## config.mk

```make
export PLATFORM = sky130hd
export DESIGN_NAME = shared_resource_pipelined_flat
export DESIGN_NICKNAME = d
export VERILOG_FILES = /design/src/rtl/shared_resource_pipelined_pkg.sv /design/src/rtl/shared_resource_pipelined_if.sv /design/src/rtl/shared_resource_pipelined_slot_fifo.sv /design/src/rtl/shared_resource_pipelined.sv /design/src/flat_wrapper.sv
export SDC_FILE = /design/constraint.sdc
export NUM_CORES = 1
export LEC_CHECK = 0
export ABC_CLOCK_PERIOD_IN_PS = 5300
export CAP_MARGIN = 40
export CORE_ASPECT_RATIO = 1.75
export CORE_MARGIN = 2
export CORE_UTILIZATION = 60
export CTS_BUF_LIST = sky130_fd_sc_hd__clkbuf_8
export DETAILED_ROUTE_END_ITERATION = 7
export GPL_TIMING_DRIVEN = 0
export PLACE_DENSITY = 0.91
export SYNTH_ARGS = -nofsm -noshare
export SYNTH_HDL_FRONTEND = slang
export SYNTH_HIERARCHICAL = 1
export SYNTH_SLANG_ARGS = --single-unit
```

## constraint.sdc

```tcl
create_clock -name clk -period 5.3 [get_ports clk]
set_clock_uncertainty 0.05 [all_clocks]
set_input_delay 0.53 -clock clk [delete_from_list [all_inputs] [get_ports clk]]
set_output_delay 0.53 -clock clk [all_outputs]
set_load 0.1 [all_outputs]
```

## src/rtl/shared_resource_pipelined_pkg.sv

```systemverilog
// Shared defaults and helpers for the pipelined shared-resource model.
// Keeping the defaults here means every instantiation in the system starts
// from the same widths, depth, latency and offset.
package shared_resource_pipelined_pkg;

  localparam int DEF_ADDRESS_WIDTH = 8;
  localparam int DEF_DATA_WIDTH    = 16;
  localparam int DEF_ID_WIDTH      = 4;
  localparam int RESOURCE_DEPTH    = 4;
  localparam int RESOURCE_DELAY    = 4;
  localparam int RESOURCE_OFFSET   = 512;

  // Pointer width for a circular buffer; a single-slot buffer still needs one bit.
  function automatic int ptr_width(input int depth);
    return (depth > 1) ? $clog2(depth) : 1;
  endfunction

  // Width of a counter that must represent the values 0..max_value.
  function automatic int count_width(input int max_value);
    return (max_value > 0) ? $clog2(max_value + 1) : 1;
  endfunction

endpackage

```

## src/rtl/shared_resource_pipelined_if.sv

```systemverilog
// Request/response bundle of the shared resource: request handshake in,
// result handshake out, plus the occupancy report.
interface shared_resource_pipelined_if
  import shared_resource_pipelined_pkg::*;
#(
  parameter int ADDRESS_WIDTH = DEF_ADDRESS_WIDTH,
  parameter int DATA_WIDTH    = DEF_DATA_WIDTH,
  parameter int ID_WIDTH      = DEF_ID_WIDTH,
  parameter int DEPTH         = RESOURCE_DEPTH
);

  localparam int OCC_WIDTH = count_width(DEPTH);

  logic [ADDRESS_WIDTH-1:0] in_address;
  logic [ID_WIDTH-1:0]      in_id;
  logic                     in_valid;
  logic                     in_ready;
  logic [DATA_WIDTH-1:0]    out_data;
  logic [ID_WIDTH-1:0]      out_id;
  logic                     out_valid;
  logic                     out_ready;
  logic [OCC_WIDTH-1:0]     occupancy;

  // Requester / consumer side.
  modport master (
    output in_address, in_id, in_valid, out_ready,
    input  in_ready, out_data, out_id, out_valid, occupancy
  );

  // Resource side.
  modport slave (
    input  in_address, in_id, in_valid, out_ready,
    output in_ready, out_data, out_id, out_valid, occupancy
  );

endinterface

```

## src/rtl/shared_resource_pipelined_slot_fifo.sv

```systemverilog
// Circular buffer of DEPTH slots, each carrying data, id and an age counter.
// A slot's age is 0 while free, 1 on the cycle after it is written, and then
// counts up each cycle until it saturates at DELAY, which marks it complete.
module resource_slot_fifo
  import shared_resource_pipelined_pkg::*;
#(
  parameter int DATA_WIDTH = DEF_DATA_WIDTH,
  parameter int ID_WIDTH   = DEF_ID_WIDTH,
  parameter int DEPTH      = RESOURCE_DEPTH,
  parameter int DELAY      = RESOURCE_DELAY
) (
  input  logic                            clk,
  input  logic                            reset_n,
  input  logic                            push_i,
  input  logic [DATA_WIDTH-1:0]           push_data_i,
  input  logic [ID_WIDTH-1:0]             push_id_i,
  input  logic                            pop_i,
  output logic                            full_o,
  output logic                            empty_o,
  output logic                            head_done_o,
  output logic [DATA_WIDTH-1:0]           head_data_o,
  output logic [ID_WIDTH-1:0]             head_id_o,
  output logic [count_width(DEPTH)-1:0]   count_o
);

  localparam int PTR_W = ptr_width(DEPTH);
  localparam int AGE_W = count_width(DELAY);
  localparam int CNT_W = count_width(DEPTH);
  localparam logic [AGE_W-1:0] AGE_DONE = AGE_W'(DELAY);
  localparam logic [PTR_W-1:0] PTR_LAST = PTR_W'(DEPTH - 1);

  logic [PTR_W-1:0] head_q, head_d;
  logic [PTR_W-1:0] tail_q, tail_d;
  logic [CNT_W-1:0] count_q, count_d;

  logic [DATA_WIDTH-1:0] slot_data [DEPTH];
  logic [ID_WIDTH-1:0]   slot_id   [DEPTH];
  logic [AGE_W-1:0]      slot_age  [DEPTH];

  genvar gi;
  generate
    for (gi = 0; gi < DEPTH; gi++) begin : g_slot
      logic [DATA_WIDTH-1:0] data_q;
      logic [ID_WIDTH-1:0]   id_q;
      logic [AGE_W-1:0]      age_q;
      logic                  write_here;
      logic                  free_here;

      // The top never pushes into a full buffer, so a slot is never written
      // and freed on the same edge.
      assign write_here = push_i && (tail_q == PTR_W'(gi));
      assign free_here  = pop_i  && (head_q == PTR_W'(gi));

      // Per-slot storage: capture on write, clear age on free, else age up to DELAY.
      always_ff @(posedge clk or negedge reset_n) begin
        if (!reset_n) begin
          data_q <= '0;
          id_q   <= '0;
          age_q  <= '0;
        end else if (write_here) begin
          data_q <= push_data_i;
          id_q   <= push_id_i;
          age_q  <= AGE_W'(1);
        end else if (free_here) begin
          age_q  <= '0;
        end else if ((age_q != '0) && (age_q != AGE_DONE)) begin
          age_q  <= age_q + AGE_W'(1);
        end
      end

      assign slot_data[gi] = data_q;
      assign slot_id[gi]   = id_q;
      assign slot_age[gi]  = age_q;
    end
  endgenerate

  // Pointer and count next-state; wrap by explicit compare so any DEPTH works.
  always_comb begin
    head_d  = head_q;
    tail_d  = tail_q;
    count_d = count_q;
    if (push_i) begin
      tail_d = (tail_q == PTR_LAST) ? '0 : tail_q + PTR_W'(1);
    end
    if (pop_i) begin
      head_d = (head_q == PTR_LAST) ? '0 : head_q + PTR_W'(1);
    end
    case ({push_i, pop_i})
      2'b10:   count_d = count_q + CNT_W'(1);
      2'b01:   count_d = count_q - CNT_W'(1);
      default: count_d = count_q;
    endcase
  end

  // Pointer and count registers.
  always_ff @(posedge clk or negedge reset_n) begin
    if (!reset_n) begin
      head_q  <= '0;
      tail_q  <= '0;
      count_q <= '0;
    end else begin
      head_q  <= head_d;
      tail_q  <= tail_d;
      count_q <= count_d;
    end
  end

  assign full_o      = (count_q == CNT_W'(DEPTH));
  assign empty_o     = (count_q == '0);
  assign head_done_o = (slot_age[head_q] == AGE_DONE);
  assign head_data_o = slot_data[head_q];
  assign head_id_o   = slot_id[head_q];
  assign count_o     = count_q;

endmodule

```

## src/rtl/shared_resource_pipelined.sv

```systemverilog
// Pipelined shared resource: accepts up to DEPTH requests in flight, turns
// each address into address + OFFSET after a fixed DELAY, and returns the
// results in acceptance order behind a valid/ready handshake.
module shared_resource_pipelined
  import shared_resource_pipelined_pkg::*;
#(
  parameter int ADDRESS_WIDTH = DEF_ADDRESS_WIDTH,
  parameter int DATA_WIDTH    = DEF_DATA_WIDTH,
  parameter int ID_WIDTH      = DEF_ID_WIDTH,
  parameter int DEPTH         = RESOURCE_DEPTH,
  parameter int DELAY         = RESOURCE_DELAY,
  parameter int OFFSET        = RESOURCE_OFFSET
) (
  input logic                    clk,
  input logic                    reset_n,
  shared_resource_pipelined_if.slave bus
);

  logic                          fifo_full;
  logic                          fifo_empty;
  logic                          fifo_head_done;
  logic [DATA_WIDTH-1:0]         fifo_head_data;
  logic [ID_WIDTH-1:0]           fifo_head_id;
  logic [count_width(DEPTH)-1:0] fifo_count;
  logic [DATA_WIDTH-1:0]         push_data;
  logic                          push;
  logic                          pop;

  // Result is the zero-extended address plus OFFSET, wrapping at DATA_WIDTH.
  assign push_data = DATA_WIDTH'(bus.in_address) + DATA_WIDTH'(OFFSET);

  // Handshake decode: ready depends only on registered fill level, never on
  // out_ready, so a full buffer pops first and accepts on the following edge.
  always_comb begin
    bus.in_ready  = !fifo_full;
    bus.out_valid = !fifo_empty && fifo_head_done;
    push          = bus.in_valid && !fifo_full;
    pop           = !fifo_empty && fifo_head_done && bus.out_ready;
  end

  assign bus.out_data  = fifo_head_data;
  assign bus.out_id    = fifo_head_id;
  assign bus.occupancy = fifo_count;

  resource_slot_fifo #(
    .DATA_WIDTH (DATA_WIDTH),
    .ID_WIDTH   (ID_WIDTH),
    .DEPTH      (DEPTH),
    .DELAY      (DELAY)
  ) u_slot_fifo (
    .clk         (clk),
    .reset_n     (reset_n),
    .push_i      (push),
    .push_data_i (push_data),
    .push_id_i   (bus.in_id),
    .pop_i       (pop),
    .full_o      (fifo_full),
    .empty_o     (fifo_empty),
    .head_done_o (fifo_head_done),
    .head_data_o (fifo_head_data),
    .head_id_o   (fifo_head_id),
    .count_o     (fifo_count)
  );

endmodule

```

## src/flat_wrapper.sv

```systemverilog
// flat-port wrapper written by rule: the top's interface ports become plain ports
module shared_resource_pipelined_flat import shared_resource_pipelined_pkg::*;
#(
  parameter int ADDRESS_WIDTH = DEF_ADDRESS_WIDTH,
  parameter int DATA_WIDTH    = DEF_DATA_WIDTH,
  parameter int ID_WIDTH      = DEF_ID_WIDTH,
  parameter int DEPTH         = RESOURCE_DEPTH,
  parameter int DELAY         = RESOURCE_DELAY,
  parameter int OFFSET        = RESOURCE_OFFSET
)
  (clk, reset_n, bus_in_address, bus_in_id, bus_in_valid, bus_out_ready, bus_in_ready, bus_out_data, bus_out_id, bus_out_valid, bus_occupancy);
  shared_resource_pipelined_if #(.ADDRESS_WIDTH(ADDRESS_WIDTH), .DATA_WIDTH(DATA_WIDTH), .ID_WIDTH(ID_WIDTH), .DEPTH(DEPTH)) bus_i ();
  input logic clk;
  input logic reset_n;
  input wire logic [$bits(bus_i.in_address)-1:0] bus_in_address;
  input wire logic [$bits(bus_i.in_id)-1:0] bus_in_id;
  input wire logic [$bits(bus_i.in_valid)-1:0] bus_in_valid;
  input wire logic [$bits(bus_i.out_ready)-1:0] bus_out_ready;
  output wire logic [$bits(bus_i.in_ready)-1:0] bus_in_ready;
  output wire logic [$bits(bus_i.out_data)-1:0] bus_out_data;
  output wire logic [$bits(bus_i.out_id)-1:0] bus_out_id;
  output wire logic [$bits(bus_i.out_valid)-1:0] bus_out_valid;
  output wire logic [$bits(bus_i.occupancy)-1:0] bus_occupancy;
  assign bus_i.in_address = bus_in_address;
  assign bus_i.in_id = bus_in_id;
  assign bus_i.in_valid = bus_in_valid;
  assign bus_i.out_ready = bus_out_ready;
  assign bus_in_ready = bus_i.in_ready;
  assign bus_out_data = bus_i.out_data;
  assign bus_out_id = bus_i.out_id;
  assign bus_out_valid = bus_i.out_valid;
  assign bus_occupancy = bus_i.occupancy;
  shared_resource_pipelined #(.ADDRESS_WIDTH(ADDRESS_WIDTH), .DATA_WIDTH(DATA_WIDTH), .ID_WIDTH(ID_WIDTH), .DEPTH(DEPTH), .DELAY(DELAY), .OFFSET(OFFSET)) u_core (.clk(clk), .reset_n(reset_n), .bus(bus_i));
endmodule
```

==> impl_metrics.ini <==
[clock_network]
cts-root-buf = clkbuf_8
htree_levels = 3
cts.sinks = 99
clock_path_buffers = 2
clk_pin_slew_ps = 90
cts_tree = yes
cts_resized = 0
cts_hold_buf = 0
cts_setup_buffers = 0
clk_latency_ps = 370
numCtsBuffers = 9

[placement]
io_buffer_count = 40
dp_cells = 498
globalplace.congestion = 0.770
hpwl_mm = 6.67

[sta]
fmax_ghz = 0.311
period_needed_ps = 3220
finalMaxSlewViolations = 0
hold_viol = 0
setup_viol = 0
period_share = 0.607
rsz0062_at_grt = no
setup-tns-final_ps = 0

[detailed_routing]
vias = 2940
avgRoutedWirePerCell_um = 18.8
drt_iter0_markers = 130
routed_wl_mm = 9.65
vias_per_cell = 5.72
dr.pass1.iters = 4
ant_nets = 0
drc = 0

[logic_synthesis]
yosysUniqueCellTypes = 31
netlist_instances = 314
syn_avg_cell_area_sq_um = 14.9
synth_area_sq_um = 4680
synth_seq_area_share = 0.529
yosys_warnings = 6
ys_ff_latch = 99

[floorplan]
io-pin-count = 41
core-area_sq_um = 7570
dieArea_sq_um = 8560
die_w_um = 70.8
initial_core_util = 0.619
fp-row-count = 42
die_y_um = 121

[setup_path]
r2r-start = u_core/u_slot_fifo/head_q[0]
startpoint_type = register
path_max_fanout = 10
arrival_ps = 2640
worst_r2r_path_depth = 12
worstSetupPathDepth = 8
crit_family = buffers and inverters
critPathBufInv = 4
crit_chain = buf_6 -> buf_12 -> nor4b_1 -> a311oi_1 -> a21oi_1 -> nor2b_1 -> clkdlybuf4s50_1 -> buf_8
reg2reg_slack_ps = 2290
worstSetupEndpointType = output port
critPathMaxStageDelay_ps = 530
r2r_end = u_core/u_slot_fifo/count_o[2]
slowest_stage = clkdlybuf4s50_1
required_ps = 4720
critical_path_class = reg2out

[grt]
antenna_found_initial = 0
grt_pass1_vias = 3324
grt_max_degree = 70
grt_overflow = 0
grt_pass1_wl_mm = 16.2
grt.total_usage = 0.253

[worst_hold_path]
hold_class = in2async

[layout]
n_antenna_cell = 0
final_common_cell = dfrtp_1
final_cell_mix = dfrtp_1, mux2_2, clkdlybuf4s50_1, conb_1, buf_8
fin_nets = 455
utilization = 0.784
final_cells = 514
areaGrowthSynthToFinish_pct = 26.7
drive_gt1_frac = 0.359

[flow_run]
max_cap_violations = 0

[status]
run_status = complete, no violations
## area by class of cell
| class | count | area, sq um |
|---|---|---|
| plain buffers | 14 | 109 |
| clock buffers | 11 | 151 |
| clock inverters | 5 | 75.1 |
| fillers | 443 | 1630 |
| inverters | 18 | 67.6 |
| multi-input cells | 213 | 2140 |
| flip-flops and latches | 99 | 2480 |
| well taps | 88 | 110 |
| repair buffers | 66 | 801 |
## cell families (layout without fill, tap and decap cells)
logic type,after synthesis,in the layout,synth area share
mux,104,104,0.301
flops,99,99,0.529
buf+inv,32,114,0.0377
simple gates,31,31,0.0377
fa+ha+maj,18,18,0.0497
compound gates,17,17,0.0230
xor+xnor,11,11,0.0206
other cells,2,32,0.00160
## stage by stage
stage | cell area (sq um) | hold slack (ps) | setup WS [ps]
after global placement | 5310 | 429 | 211
after CTS | 5930 | 31.1 | 2060
after detailed placement | 5710 | 439 | 2320
after floorplan | 4800 | 184 | 2210
after global routing | 5930 | 62.4 | 1970
final | 5930 | 37.1 | 2080
## how the worst max path moves through the flow
stage / startpoint / endpoint / slack (ps)
4_1_cts: u_core/u_slot_fifo/head_q[0] / bus_out_valid / 2060
3_3_place_gp: reset_n / u_core/u_slot_fifo/g_slot[2].data_q[11] / 210
3_5_place_dp: u_core/u_slot_fifo/head_q[0] / u_core/u_slot_fifo/count_o[2] / 2320
2_1_floorplan: u_core/u_slot_fifo/head_q[0] / bus_out_valid / 2210
6_report: u_core/u_slot_fifo/head_q[0] / bus_out_valid / 2080
5_1_grt: u_core/u_slot_fifo/head_q[0] / bus_out_valid / 1970
## per-layer routing
layer,global-route usage,up-vias,wire [um]
met5,0,-,0
met4,0.131,0,320
met3,0.0490,29,395
met2,0.438,85,5390
met1,0.296,1524,3540
li1,-,1302,-
## worst reg2reg max path: cells and delay by family (launching register included)
kind / cells / cell delay (ps)
xor gates and xnor gates: 2 / 320
and+or+nand+nor: 3 / 870
buffers and inverters: 3 / 390
AOI/OAI and AO/OA: 2 / 270
DFF: 1 / 420
adders and majority gates: 2 / 630
## registers in the layout, indices dropped and copies added, names as in the netlist
signal / cells
u_core/u_slot_fifo/g_slot.data_q: 64
u_core/u_slot_fifo/tail_q: 2
u_core/u_slot_fifo/count_o: 3
u_core/u_slot_fifo/g_slot.id_q: 16
u_core/u_slot_fifo/g_slot.age_q: 12
u_core/u_slot_fifo/head_q: 2
## Yosys cell counts, drive strengths merged
cell / number / area [sq um]
fa: 1 / 20.0
o21ai: 8 / 40.0
xor2: 5 / 43.8
buf: 14 / 109
nand2: 11 / 41.3
mux4: 20 / 469
nor2: 4 / 15.0
dfrtp: 99 / 2480
xnor2: 6 / 52.6
nor3: 1 / 5.00
and3b: 1 / 8.76
a21oi: 1 / 5.00
ha: 17 / 213
nor2b: 6 / 37.5
a41oi: 1 / 8.76
conb: 2 / 7.51
and3: 1 / 6.26
mux2: 80 / 901
a311oi: 1 / 8.76
inv: 18 / 67.6
a211oi: 6 / 45.0
or3: 1 / 6.26
nor4b: 2 / 32.5
nand3: 1 / 5.00
mux2i: 4 / 40.0
and2: 3 / 18.8
Power is not shown: default switching activity piles up to over one toggle a cycle in this logic, so the estimate is an artifact.
